[src/rtl/c7bifu_pkg.sv]
// Shared definitions for the c7b IFU fetch front-end: reset PC, widths, queue-entry layout.
package c7bifu_pkg;

  localparam logic [31:0] FETCH_RESET_PC = 32'h1c00_0000;
  localparam int          PC_W           = 32;
  localparam int          INST_W         = 32;

  typedef struct packed {
    logic [PC_W-1:0]   pc;
    logic [INST_W-1:0] inst;
  } ibuf_entry_t;

  localparam int ENTRY_W = $bits(ibuf_entry_t);

  function automatic logic [PC_W-1:0] align_pc(input logic [PC_W-1:0] a);
    return {a[PC_W-1:2], 2'b00};
  endfunction

endpackage

[src/rtl/c7bifu_ibuf.sv]
// Synchronous FIFO with clear, occupancy count and zero-gated head output.
module c7bifu_ibuf
  import c7bifu_pkg::*;
#(
  parameter int DEPTH = 2,
  localparam int AW = $clog2(DEPTH),
  localparam int CW = AW + 1
) (
  input  logic               clk,
  input  logic               resetn,
  input  logic               clear_i,
  input  logic               push_i,
  input  logic [ENTRY_W-1:0] push_dat_i,
  input  logic               pop_i,
  output logic [CW-1:0]      cnt_o,
  output logic               empty_o,
  output logic [ENTRY_W-1:0] head_o
);

  logic [ENTRY_W-1:0] mem_q [DEPTH];
  logic [AW-1:0]      wr_ptr_q, wr_ptr_d;
  logic [AW-1:0]      rd_ptr_q, rd_ptr_d;
  logic [CW-1:0]      cnt_q, cnt_d;
  logic               do_push, do_pop;

  assign do_push = push_i & (cnt_q != CW'(DEPTH)) & ~clear_i;
  assign do_pop  = pop_i & (cnt_q != '0) & ~clear_i;

  always_comb begin
    wr_ptr_d = wr_ptr_q + AW'(do_push);
    rd_ptr_d = rd_ptr_q + AW'(do_pop);
    cnt_d    = cnt_q + CW'(do_push) - CW'(do_pop);
    if (clear_i) begin
      wr_ptr_d = '0;
      rd_ptr_d = '0;
      cnt_d    = '0;
    end
  end

  always_ff @(posedge clk or negedge resetn) begin
    if (!resetn) begin
      wr_ptr_q <= '0;
      rd_ptr_q <= '0;
      cnt_q    <= '0;
    end else begin
      wr_ptr_q <= wr_ptr_d;
      rd_ptr_q <= rd_ptr_d;
      cnt_q    <= cnt_d;
    end
  end

  // Storage needs no reset: the head is gated to zero whenever the count is zero.
  always_ff @(posedge clk) begin
    if (do_push) mem_q[wr_ptr_q] <= push_dat_i;
  end

  assign cnt_o   = cnt_q;
  assign empty_o = (cnt_q == '0);
  assign head_o  = empty_o ? '0 : mem_q[rd_ptr_q];

endmodule

[src/rtl/c7bifu_fetch.sv]
// IFU fetch stage: credit-limited in-order fetch, response queue to decode,
// flush redirects the PC and discards every response still outstanding.
module c7bifu_fetch
  import c7bifu_pkg::*;
#(
  parameter logic [31:0] RESET_PC = FETCH_RESET_PC,
  parameter int          QDEPTH   = 2
) (
  input  logic        clk,
  input  logic        resetn,
  input  logic        stall,
  input  logic        flush,
  input  logic [31:0] redirect_pc,
  output logic        ifu_icu_req,
  output logic [31:0] ifu_icu_addr,
  input  logic        icu_ifu_ack,
  input  logic        icu_ifu_rvld,
  input  logic [31:0] icu_ifu_rdata,
  output logic        inst_vld_f,
  output logic [31:0] inst_addr_f,
  output logic [31:0] inst_f
);

  localparam int CW = $clog2(QDEPTH) + 1;

  logic          started_q;
  logic [31:0]   pc_q, pc_d;
  logic [31:0]   resp_pc_q, resp_pc_d;
  logic [CW-1:0] inflight_q, inflight_d;
  logic [CW-1:0] drop_q, drop_d;
  logic [CW-1:0] q_cnt;
  logic          q_empty;
  logic [ENTRY_W-1:0] q_head;
  ibuf_entry_t   head_s;
  logic          credit_ok, hs, keep, pop;

  // Queue slots plus outstanding requests never exceed the queue depth, so rvld needs no backpressure.
  assign credit_ok    = ({1'b0, q_cnt} + {1'b0, inflight_q}) < (CW+1)'(QDEPTH);
  assign ifu_icu_req  = started_q & ~flush & credit_ok;
  assign ifu_icu_addr = pc_q;
  assign hs           = ifu_icu_req & icu_ifu_ack;
  assign keep         = icu_ifu_rvld & (drop_q == '0) & ~flush;
  assign pop          = inst_vld_f & ~stall & ~flush;

  always_comb begin
    pc_d       = pc_q;
    resp_pc_d  = resp_pc_q;
    drop_d     = drop_q;
    inflight_d = inflight_q + CW'(hs) - CW'(icu_ifu_rvld);
    if (flush) begin
      pc_d      = align_pc(redirect_pc);
      resp_pc_d = align_pc(redirect_pc);
      drop_d    = inflight_d;
    end else begin
      if (hs) pc_d = pc_q + 32'd4;
      if (icu_ifu_rvld) begin
        if (drop_q != '0) drop_d = drop_q - CW'(1);
        else              resp_pc_d = resp_pc_q + 32'd4;
      end
    end
  end

  always_ff @(posedge clk or negedge resetn) begin
    if (!resetn) begin
      started_q  <= 1'b0;
      pc_q       <= RESET_PC;
      resp_pc_q  <= RESET_PC;
      inflight_q <= '0;
      drop_q     <= '0;
    end else begin
      started_q  <= 1'b1;
      pc_q       <= pc_d;
      resp_pc_q  <= resp_pc_d;
      inflight_q <= inflight_d;
      drop_q     <= drop_d;
    end
  end

  c7bifu_ibuf #(.DEPTH(QDEPTH)) u_ibuf (
    .clk        (clk),
    .resetn     (resetn),
    .clear_i    (flush),
    .push_i     (keep),
    .push_dat_i ({resp_pc_q, icu_ifu_rdata}),
    .pop_i      (pop),
    .cnt_o      (q_cnt),
    .empty_o    (q_empty),
    .head_o     (q_head)
  );

  assign head_s      = q_head;
  assign inst_vld_f  = ~q_empty;
  assign inst_addr_f = head_s.pc;
  assign inst_f      = head_s.inst;

  rvld_needs_inflight: assert property (@(posedge clk) disable iff (!resetn)
    icu_ifu_rvld |-> (inflight_q != '0));

endmodule
[config.mk]
export PLATFORM = sky130hd
export DESIGN_NAME = c7bifu_fetch
export DESIGN_NICKNAME = d
export VERILOG_FILES = /design/src/rtl/c7bifu_pkg.sv /design/src/rtl/c7bifu_ibuf.sv /design/src/rtl/c7bifu_fetch.sv
export SDC_FILE = /design/constraint.sdc
export NUM_CORES = 1
export LEC_CHECK = 0
export CAP_MARGIN = 0
export CORE_MARGIN = 5
export CORE_UTILIZATION = 45
export DETAILED_ROUTE_END_ITERATION = 7
export GPL_TIMING_DRIVEN = 1
export HOLD_SLACK_MARGIN = 0.02
export PLACE_DENSITY = 0.71
export SYNTH_ARGS = -nofsm -noshare
export SYNTH_HDL_FRONTEND = slang
export SYNTH_SLANG_ARGS = --single-unit
export TNS_END_PERCENT = 1
[constraint.sdc]
create_clock -name clk -period 7.3 [get_ports clk]
set_input_delay 1.825 -clock clk [delete_from_list [all_inputs] [get_ports clk]]
set_output_delay 1.825 -clock clk [all_outputs]
set_load 0.02 [all_outputs]
==> results.sh <==
export IMPL_status="finished clean"
export IMPL_diodes=0
export IMPL_synth_seq_area_share_pct=64.1
export IMPL_cp_slowest_cell="clkdlybuf4s50_1"
export IMPL_crit_chain="buf_2, nor4b_2, clkdlybuf4s50_1"
export IMPL_syn_to_final_growth_pct=28.6
export IMPL_cts_tree="done"
export IMPL_synth_area_per_cell_um2=12.6
export IMPL_die_x_um=148
export IMPL_track_usage_pct=17.8
export IMPL_clock_sinks=193
export IMPL_tightest_slew_ns=1.12
export IMPL_drv_cap=0
export IMPL_holdPathStages=0
export IMPL_num_nets_final=910
export IMPL_hp_start="resp_pc_q[31]"
export IMPL_drive_gt1_share_pct=7.24
export IMPL_final_setup_viol_count=0
export IMPL_slew_headroom_pct=25.2
export IMPL_slew_viol_final=0
export IMPL_firstDrtPassIters=5
export IMPL_via_per_inst=5.43
export IMPL_r2r_cells=12
export IMPL_port_buffers=161
export IMPL_io_pins=168
export IMPL_die_area_um2=21800
export IMPL_cts_buffers=17
export IMPL_rsz0062_at_grt="false"
export IMPL_crit_fanout=3
export IMPL_clkTransAtPathRegs_ns=0.06
export IMPL_hp_class="flip-flop to flip-flop"
export IMPL_synth_cells=676
export IMPL_synth_most_common_cell="edfxtp_1"
export IMPL_fin_skew_ns=0.0129
export IMPL_p_leak_nw=3.84
export IMPL_htree_levels=4
export IMPL_worst_path_buf_inv=2
export IMPL_place_ws_ns=2.45
export IMPL_start_kind="input pin"
export IMPL_fp_row_count=50
export IMPL_hpwl_um=12900
export IMPL_fin_crit_ns=4.84
export IMPL_path_class="input pin to output port"
export IMPL_die_h_um=148
export IMPL_post_cts_resized=0
export IMPL_synth_edf_count=124
export IMPL_synth_area_leader_cell="edfxtp_1"
export IMPL_synth_warnings=0
export IMPL_vias=5853
export IMPL_clock_path_buffers=2
export IMPL_grt_pass1_wl_um=30800
export IMPL_cp_data_arrival_time_ns=3.02
export IMPL_core_area_um2=18600
export IMPL_fin_crit_sh_pct=66.4
export IMPL_cts_root_buffer="clkbuf_16"
export IMPL_fmax_mhz=206
export IMPL_min_to="u_ibuf.mem_q[1][63]"
export IMPL_yosysUniqueCellTypes=49
export IMPL_endpoint_kind="output port"
export IMPL_grt_max_degree=70
export IMPL_r2r_start="u_ibuf.cnt_o[0]"
export IMPL_clk_latency_ns=0.43
export IMPL_irDropWorstVdd_mv=0.154
export IMPL_finalHoldViolCount=0
export IMPL_grt_overflow=0
export IMPL_start_util_pct=45.7
export IMPL_critPathTopFamily="buffers and inverters"
export IMPL_post_cts_buffers=0
export IMPL_first_iter_violations=403
export IMPL_r2r_slack_ns=3.41
export IMPL_syn_area_um2=8520
export IMPL_required_ns=5.48
export IMPL_holdBufCountCts=0
export IMPL_critical_path_depth=3
export IMPL_power_density_nw_per_um2=289
export IMPL_antenna_found_initial=0
export IMPL_yosys_top_cells_area="edfxtp_1 44%, dfrtp_1 19%, mux2i_1 7.9%"
export IMPL_drt_antenna_violating_nets=0
export IMPL_tns_ns=0
export IMPL_synth_commonest_cells="124 x edfxtp_1, 84 x nor2_1, 67 x mux2i_1"
export IMPL_drc=0
export IMPL_grt_pass1_vias=5990
export IMPL_synth_top_area_share_pct=43.7
export IMPL_r2r_end="drop_q[1]"
export IMPL_fin_util_pct=58.8
export IMPL_wl_per_cell_um=18.0
export IMPL_finalWorstSetupSlack_ns=2.46
export IMPL_gp_congestion=0.855
export IMPL_crit_path_max_incr_delay_ns=0.68
export IMPL_postRouteWirelength_um=19400
export IMPL_async_flop_share_pct=35.8
export IMPL_synthFlopType="edfxtp_1"
export IMPL_synth_seq_cells=193
-- sequential cells by signal, summed over array words and instances (netlist names) --
signal,cells
inflight_q,2
resp_pc_q,30
u_ibuf.cnt_o,2
started_q,1
u_ibuf.rd_ptr_q,1
drop_q,2
u_ibuf.mem_q,124
ifu_icu_addr,30
u_ibuf.wr_ptr_q,1
-- placed cells by master (no fill, tap or decap), types with 14 or more instances in the layout --
cell	n
clkdlybuf4s50_1	159
edfxtp_1	124
nor2_1	83
mux2i_1	67
dfrtp_1	62
nand2_1	48
o21ai_0	36
nand3_1	22
xnor2_1	21
clkbuf_16	20
xor2_1	19
nand4_1	19
inv_1	14
-- where the power goes --
part | total, mW | internal [mW] | switching, mW
logic | 0.808 | 0.374 | 0.434
clock network | 0.952 | 0.548 | 0.404
registers | 1.41 | 1.29 | 0.121
-- logic make-up after synthesis --
| group | share of synthesized area (%) |
|---|---|
| other | 0.0882 |
| xor gates and xnor gates | 4.11 |
| and+or+nand+nor | 13.1 |
| AOI/OAI and AO/OA | 5.97 |
| buffers and inverters | 2.45 |
| adders and majority gates | 1.56 |
| DFF | 64.1 |
| muxes | 8.67 |
-- worst reg2reg max path: stages (launching register included) --
cell and delay [ns]:
dfrtp_1 0.44, and2_1 0.17, fa_1 0.47, nor4b_2 0.39
and2_1 0.61, inv_1 0.53, ha_1 0.43, inv_1 0.04
ha_1 0.18, xnor2_1 0.13, xnor2_1 0.23, nand2_1 0.08
o21ai_0 0.10
-- area by class of cell --
type,count,area (µm²)
inverters,15,56.3
clock inverters,11,109
flip-flops and latches,193,5460
fillers,1482,7690
repair buffers,167,1650
well taps,234,293
multi-input cells,436,2870
clock buffers,21,514
-- stage by stage --
| stage | instances | power, mW | cell area [µm²] | hold slack [ns] |
|---|---|---|---|---|
| after floorplan | 679 | 1.86 | 8530 | 0.451 |
| after global placement | 1045 | 2.22 | 10300 | 0.484 |
| after detailed placement | 1045 | 2.25 | 10300 | 0.494 |
| after CTS | 1077 | 3.20 | 11000 | 0.510 |
| after global routing | 1077 | 3.32 | 11000 | 0.531 |
| final | 1077 | 3.17 | 11000 | 0.510 |
-- worst max path at each step --
stage	startpoint	end	slack (ns)
4_1_cts	flush	ifu_icu_req	2.44
5_1_grt	flush	ifu_icu_req	2.37
2_1_floorplan	flush	u_ibuf.mem_q[1][0]	2.76
3_3_place_gp	flush	ifu_icu_req	2.46
3_5_place_dp	flush	ifu_icu_req	2.45
6_report	flush	ifu_icu_req	2.46
-- layer usage --
layer  GRT usage, %  share of wire, %
met1           23.6                44
met2           29.3                48
met3           4.63               6.8
met5              0                 0
met4           4.57              0.76
Note: power is estimated with default switching activity, not from simulation.
==> variant 1, RTL diff (same flow settings) <==
Change the parameter `QDEPTH` from 2 to 4.
--- a/src/rtl/c7bifu_fetch.sv
+++ b/src/rtl/c7bifu_fetch.sv
@@ -4,7 +4,7 @@
   import c7bifu_pkg::*;
 #(
   parameter logic [31:0] RESET_PC = FETCH_RESET_PC,
-  parameter int          QDEPTH   = 2
+  parameter int          QDEPTH   = 4
 ) (
   input  logic        clk,
   input  logic        resetn,
Behaviour: not the same (Yosys sat finds a counterexample within 4 cycles, from zero or initial values and one cycle with resetn low).
==> variant 1 against the unedited design <==
  * Sequential cell count is 129 higher
  * Total power grew 64%
  * Clock skew shrank 0.0012 ns
  * Combinational power grew 58%
  * Global-route usage down 0.90 points
  * Final area increased by 52%
  * Setup slack got worse by 0.33 ns
  * Synthesized area increased by 59%
  * First-iteration DRC count up 31%
  * Wire length grew 46%
  * Fmax down 6.4%
  * Sequential power grew 60%
  * Core utilization fell by 2.5 points
==> variant 1: results (changes against the unedited design) <==
stage	metric	value	unit	change
run_status	status	complete, no violations		
synth	yosys warns	0		unchanged
global_routing	met3 usage	3.64	%	-0.99 points
global_routing	grt met2 use	26.5	%	-2.8 points
min_path	hold path cells	1		+1
synth	asr flop ratio synth	23.0	%	-13 points
sta	skew final	0.0118	ns	-0.00117 ns
clock_network	Worst-Skew Late Latency	0.51	ns	+0.08 ns
synth	sequential cell area fraction in the yosys report	68.7	%	+4.6 points
global_routing	first-pass GRT wire length	45100	µm	+46%
placement	post-DP HPWL	17700	µm	+37%
global_routing	vias in the first global route	8078		+35%
drt	WL met3	2120	µm	+60%
power	P_leak	5.58	nW	+45%
clock_network	maximum buffer depth of the clock tree	3		+1
min_path	Hold Path Sink	ifu_icu_addr[17]		
global_routing	largest net degree at the start of global routing	75		+7.1%
cells_and_area	layout cell share with drive strength beyond 1	15.4	%	+8.2 points
synth	Post-synth top cells	edfxtp_1, dfrtp_1, nor2b_1		
setup_path	slowest CP cell	dfrtp_4		
synth	post-synth cell types	55		+12%
clock_network	cts bufs inserted	35		+18
setup_path	worst reg2reg setup slack	3.68	ns	+0.27 ns
drt	routed wire length	28400	µm	+46%
drt	Starting DRT DRC Count	529		+31%
power	maximum vdd drop	0.147	mV	-4.0%
clock_network	H-tree depth	2		-2
drt	Vias	7850		+34%
cells_and_area	max reg flops	248		+100%
setup_path	RR Endpoint	drop_q[2]		
setup_path	Critical Path Max Stage Delay	1.00	ns	+0.32 ns
setup_path	crit path max fanout	43		+40
cells_and_area	FILL cells	2354		+59%
setup_path	crit path DAT	3.35	ns	+0.33 ns
setup_path	worst reg2reg startpoint	u_ibuf.cnt_o[2]		
cells_and_area	Final Net Count	1093		+20%
placement	DP Area	0.0156	mm²	+51%
synth	Synth area leaders	edfxtp_1, dfrtp_1, mux4_2, nor2b_1, nand2_1		
placement	Placer Congestion	0.813		-4.9%
synth	Post-synth EDFFs	248		+100%
drt	met2 wire length	13200	µm	+40%
variant 1: kinds of logic after synthesis:
kind of cell / share of synthesized area (%)
flip-flops: 68.7
AND/OR/NAND/NOR: 10.6
AO/OA/AOI/OAI: 3.70
multiplexers: 11.2
buffers and inverters: 1.81
XOR/XNOR: 2.52
adder cells (fa/ha/maj): 1.40
other: 0.0555
variant 1: layout make-up:
class / instances / share of cell area, %
sequential: 322 / 55.9
tap: 390 / 2.93
clock buffer: 41 / 5.71
inverter: 15 / 0.338
multi-input combinational: 464 / 24.2
clock inverter: 20 / 0.901
timing repair buffer: 171 / 10.1
variant 1: where the power goes:
group          switching, mW  internal (mW)
Sequential             0.144           2.10
Combinational          0.660          0.616
Clock                  0.680           1.00
variant 1: worst max-delay path by stage:
stage          slack (ns)                from                  end
2_1_floorplan        1.70               flush   u_ibuf.mem_q[1][0]
3_3_place_gp         2.24        icu_ifu_rvld  u_ibuf.mem_q[2][29]
3_5_place_dp         2.20        icu_ifu_rvld  u_ibuf.mem_q[2][26]
4_1_cts              2.00  u_ibuf.rd_ptr_q[0]           inst_f[30]
5_1_grt              1.86  u_ibuf.rd_ptr_q[0]           inst_f[30]
6_report             2.13  u_ibuf.rd_ptr_q[0]           inst_f[30]
variant 1: metrics by stage:
stage	std cells	hold slack, ns
final	1423	0.545
after global routing	1423	0.575
after CTS	1423	0.547
after detailed placement	1362	0.528
after global placement	1362	0.526
after floorplan	843	0.492
variant 1: worst register-to-register path, delay by kind of cell, from the launching register on:
kind | cells | cell delay [ns]
adder cells (fa/ha/maj) | 4 | 1.25
AND/OR/NAND/NOR | 3 | 0.96
buffers and inverters | 2 | 0.45
flip-flops | 1 | 0.44
XOR/XNOR | 2 | 0.33
AO/OA/AOI/OAI | 1 | 0.10
==> variant 2, RTL diff (config.mk and constraints unchanged) <==
Made on the original files. Reset style: synchronous (`resetn`), changed in 2 clocked blocks.
--- a/src/rtl/c7bifu_ibuf.sv
+++ b/src/rtl/c7bifu_ibuf.sv
@@ -37,7 +37,7 @@
     end
   end
 
-  always_ff @(posedge clk or negedge resetn) begin
+  always_ff @(posedge clk) begin
     if (!resetn) begin
       wr_ptr_q <= '0;
       rd_ptr_q <= '0;
--- a/src/rtl/c7bifu_fetch.sv
+++ b/src/rtl/c7bifu_fetch.sv
@@ -60,7 +60,7 @@
     end
   end
 
-  always_ff @(posedge clk or negedge resetn) begin
+  always_ff @(posedge clk) begin
     if (!resetn) begin
       started_q  <= 1'b0;
       pc_q       <= RESET_PC;
Behaviour: differs if resetn is asserted again (counterexample within 4 cycles, from zero or initial values and one cycle with resetn low); with resetn held inactive, the same outputs for 4 cycles.
==> variant 2 against the unedited design <==
  * Highest routed layer unchanged
  * Final area grew 1.0%
  * Sequential cell count unchanged
  * Wire length is 9.7% higher
  * Cell count is 8.3% higher
  * Setup slack got worse by 0.37 ns
  * Register-to-register slack better by 0.81 ns
  * Synthesized area rose by 1.6%
Power is not compared: it rests on default switching activity, and its combinational part moved more than twofold at a synthesized area within 25%.
==> variant 2: results (changes against the unedited design) <==
stage	metric	value	unit	change
global_routing	met3 usage	5.12	%	+0.49 points
min_path	HP Start	resp_pc_q[31]		
sta	maximum clock rate	192	MHz	-7.1%
global_routing	vias in the first global route	6217		+3.8%
global_routing	grt met2 use	29.5	%	+0.14 points
setup_path	crit path max fanout	10		+7
run_status	status	complete, no violations		
setup_path	Critical Path Max Stage Delay	0.63	ns	-0.05 ns
synth	asr flop ratio synth	0	%	-36 points
sta	Worst Hold Slack	0.527	ns	+0.0172 ns
sta	worst slew pin tran	1.13	ns	+0.0124 ns
synth	post-synthesis compound-gate area fraction	9.14	%	+3.2 points
synth	Synth Area in Adders	1.53	%	-0.024 points
drt	Starting DRT DRC Count	376		-6.7%
placement	post-DP HPWL	14800	µm	+15%
synth	sequential cell area fraction in the yosys report	59.0	%	-5.1 points
synth	post-synth cell types	58		+18%
cells_and_area	layout cell share with drive strength beyond 1	5.74	%	-1.5 points
synth	multiplexer area fraction after synthesis	7.41	%	-1.3 points
global_routing	first-pass GRT wire length	33400	µm	+8.4%
placement	placed insts	1134		+8.5%
placement	Placer Congestion	0.900		+5.2%
setup_path	crit path DAT	3.39	ns	+0.37 ns
drt	Vias	6500		+11%
setup_path	RR Endpoint	drop_q[1]		
cells_and_area	FILL cells	1565		+5.6%
global_routing	largest net degree at the start of global routing	65		-7.1%
global_routing	routing usage on met1	27.2	%	+3.6 points
synth	Synth area leaders	edfxtp_1, dfxtp_1, mux2i_1, nor2_1, o21ai_0		
sta	skew final	0.0104	ns	-0.00252 ns
setup_path	worst reg2reg startpoint	u_ibuf.cnt_o[0]		
cells_and_area	fin cells	1166		+8.3%
placement	DP Area	0.0104	mm²	+1.1%
variant 2: cell types whose count changed after synthesis, moves of 12 or more:
| cell | delta |
|---|---|
| xnor2_1 | -12 |
| dfrtp_1 | -63 |
| o31ai_1 | +16 |
| dfxtp_1 | +69 |
| a31oi_1 | +20 |
| clkbuf_1 | +16 |
| nand2_1 | -19 |
| or4_1 | +17 |
| o211ai_1 | -12 |
variant 2: routing by layer:
layer	share of wire (%)	vias to the layer above
li1	-	3127
met1	46	3079
met2	45	279
met3	8.4	15
met4	0.74	0
met5	0	-
variant 2: area by class of cell:
cell class,count,area (µm²),share of cell area (%)
Clock buffer,17,425,3.84
Multi-Input combinational cell,499,3300,29.8
Sequential cell,193,5110,46.2
Tap cell,260,325,2.94
Timing Repair Buffer,168,1660,15.0
Clock inverter,15,191,1.73
Inverter,14,52.6,0.475
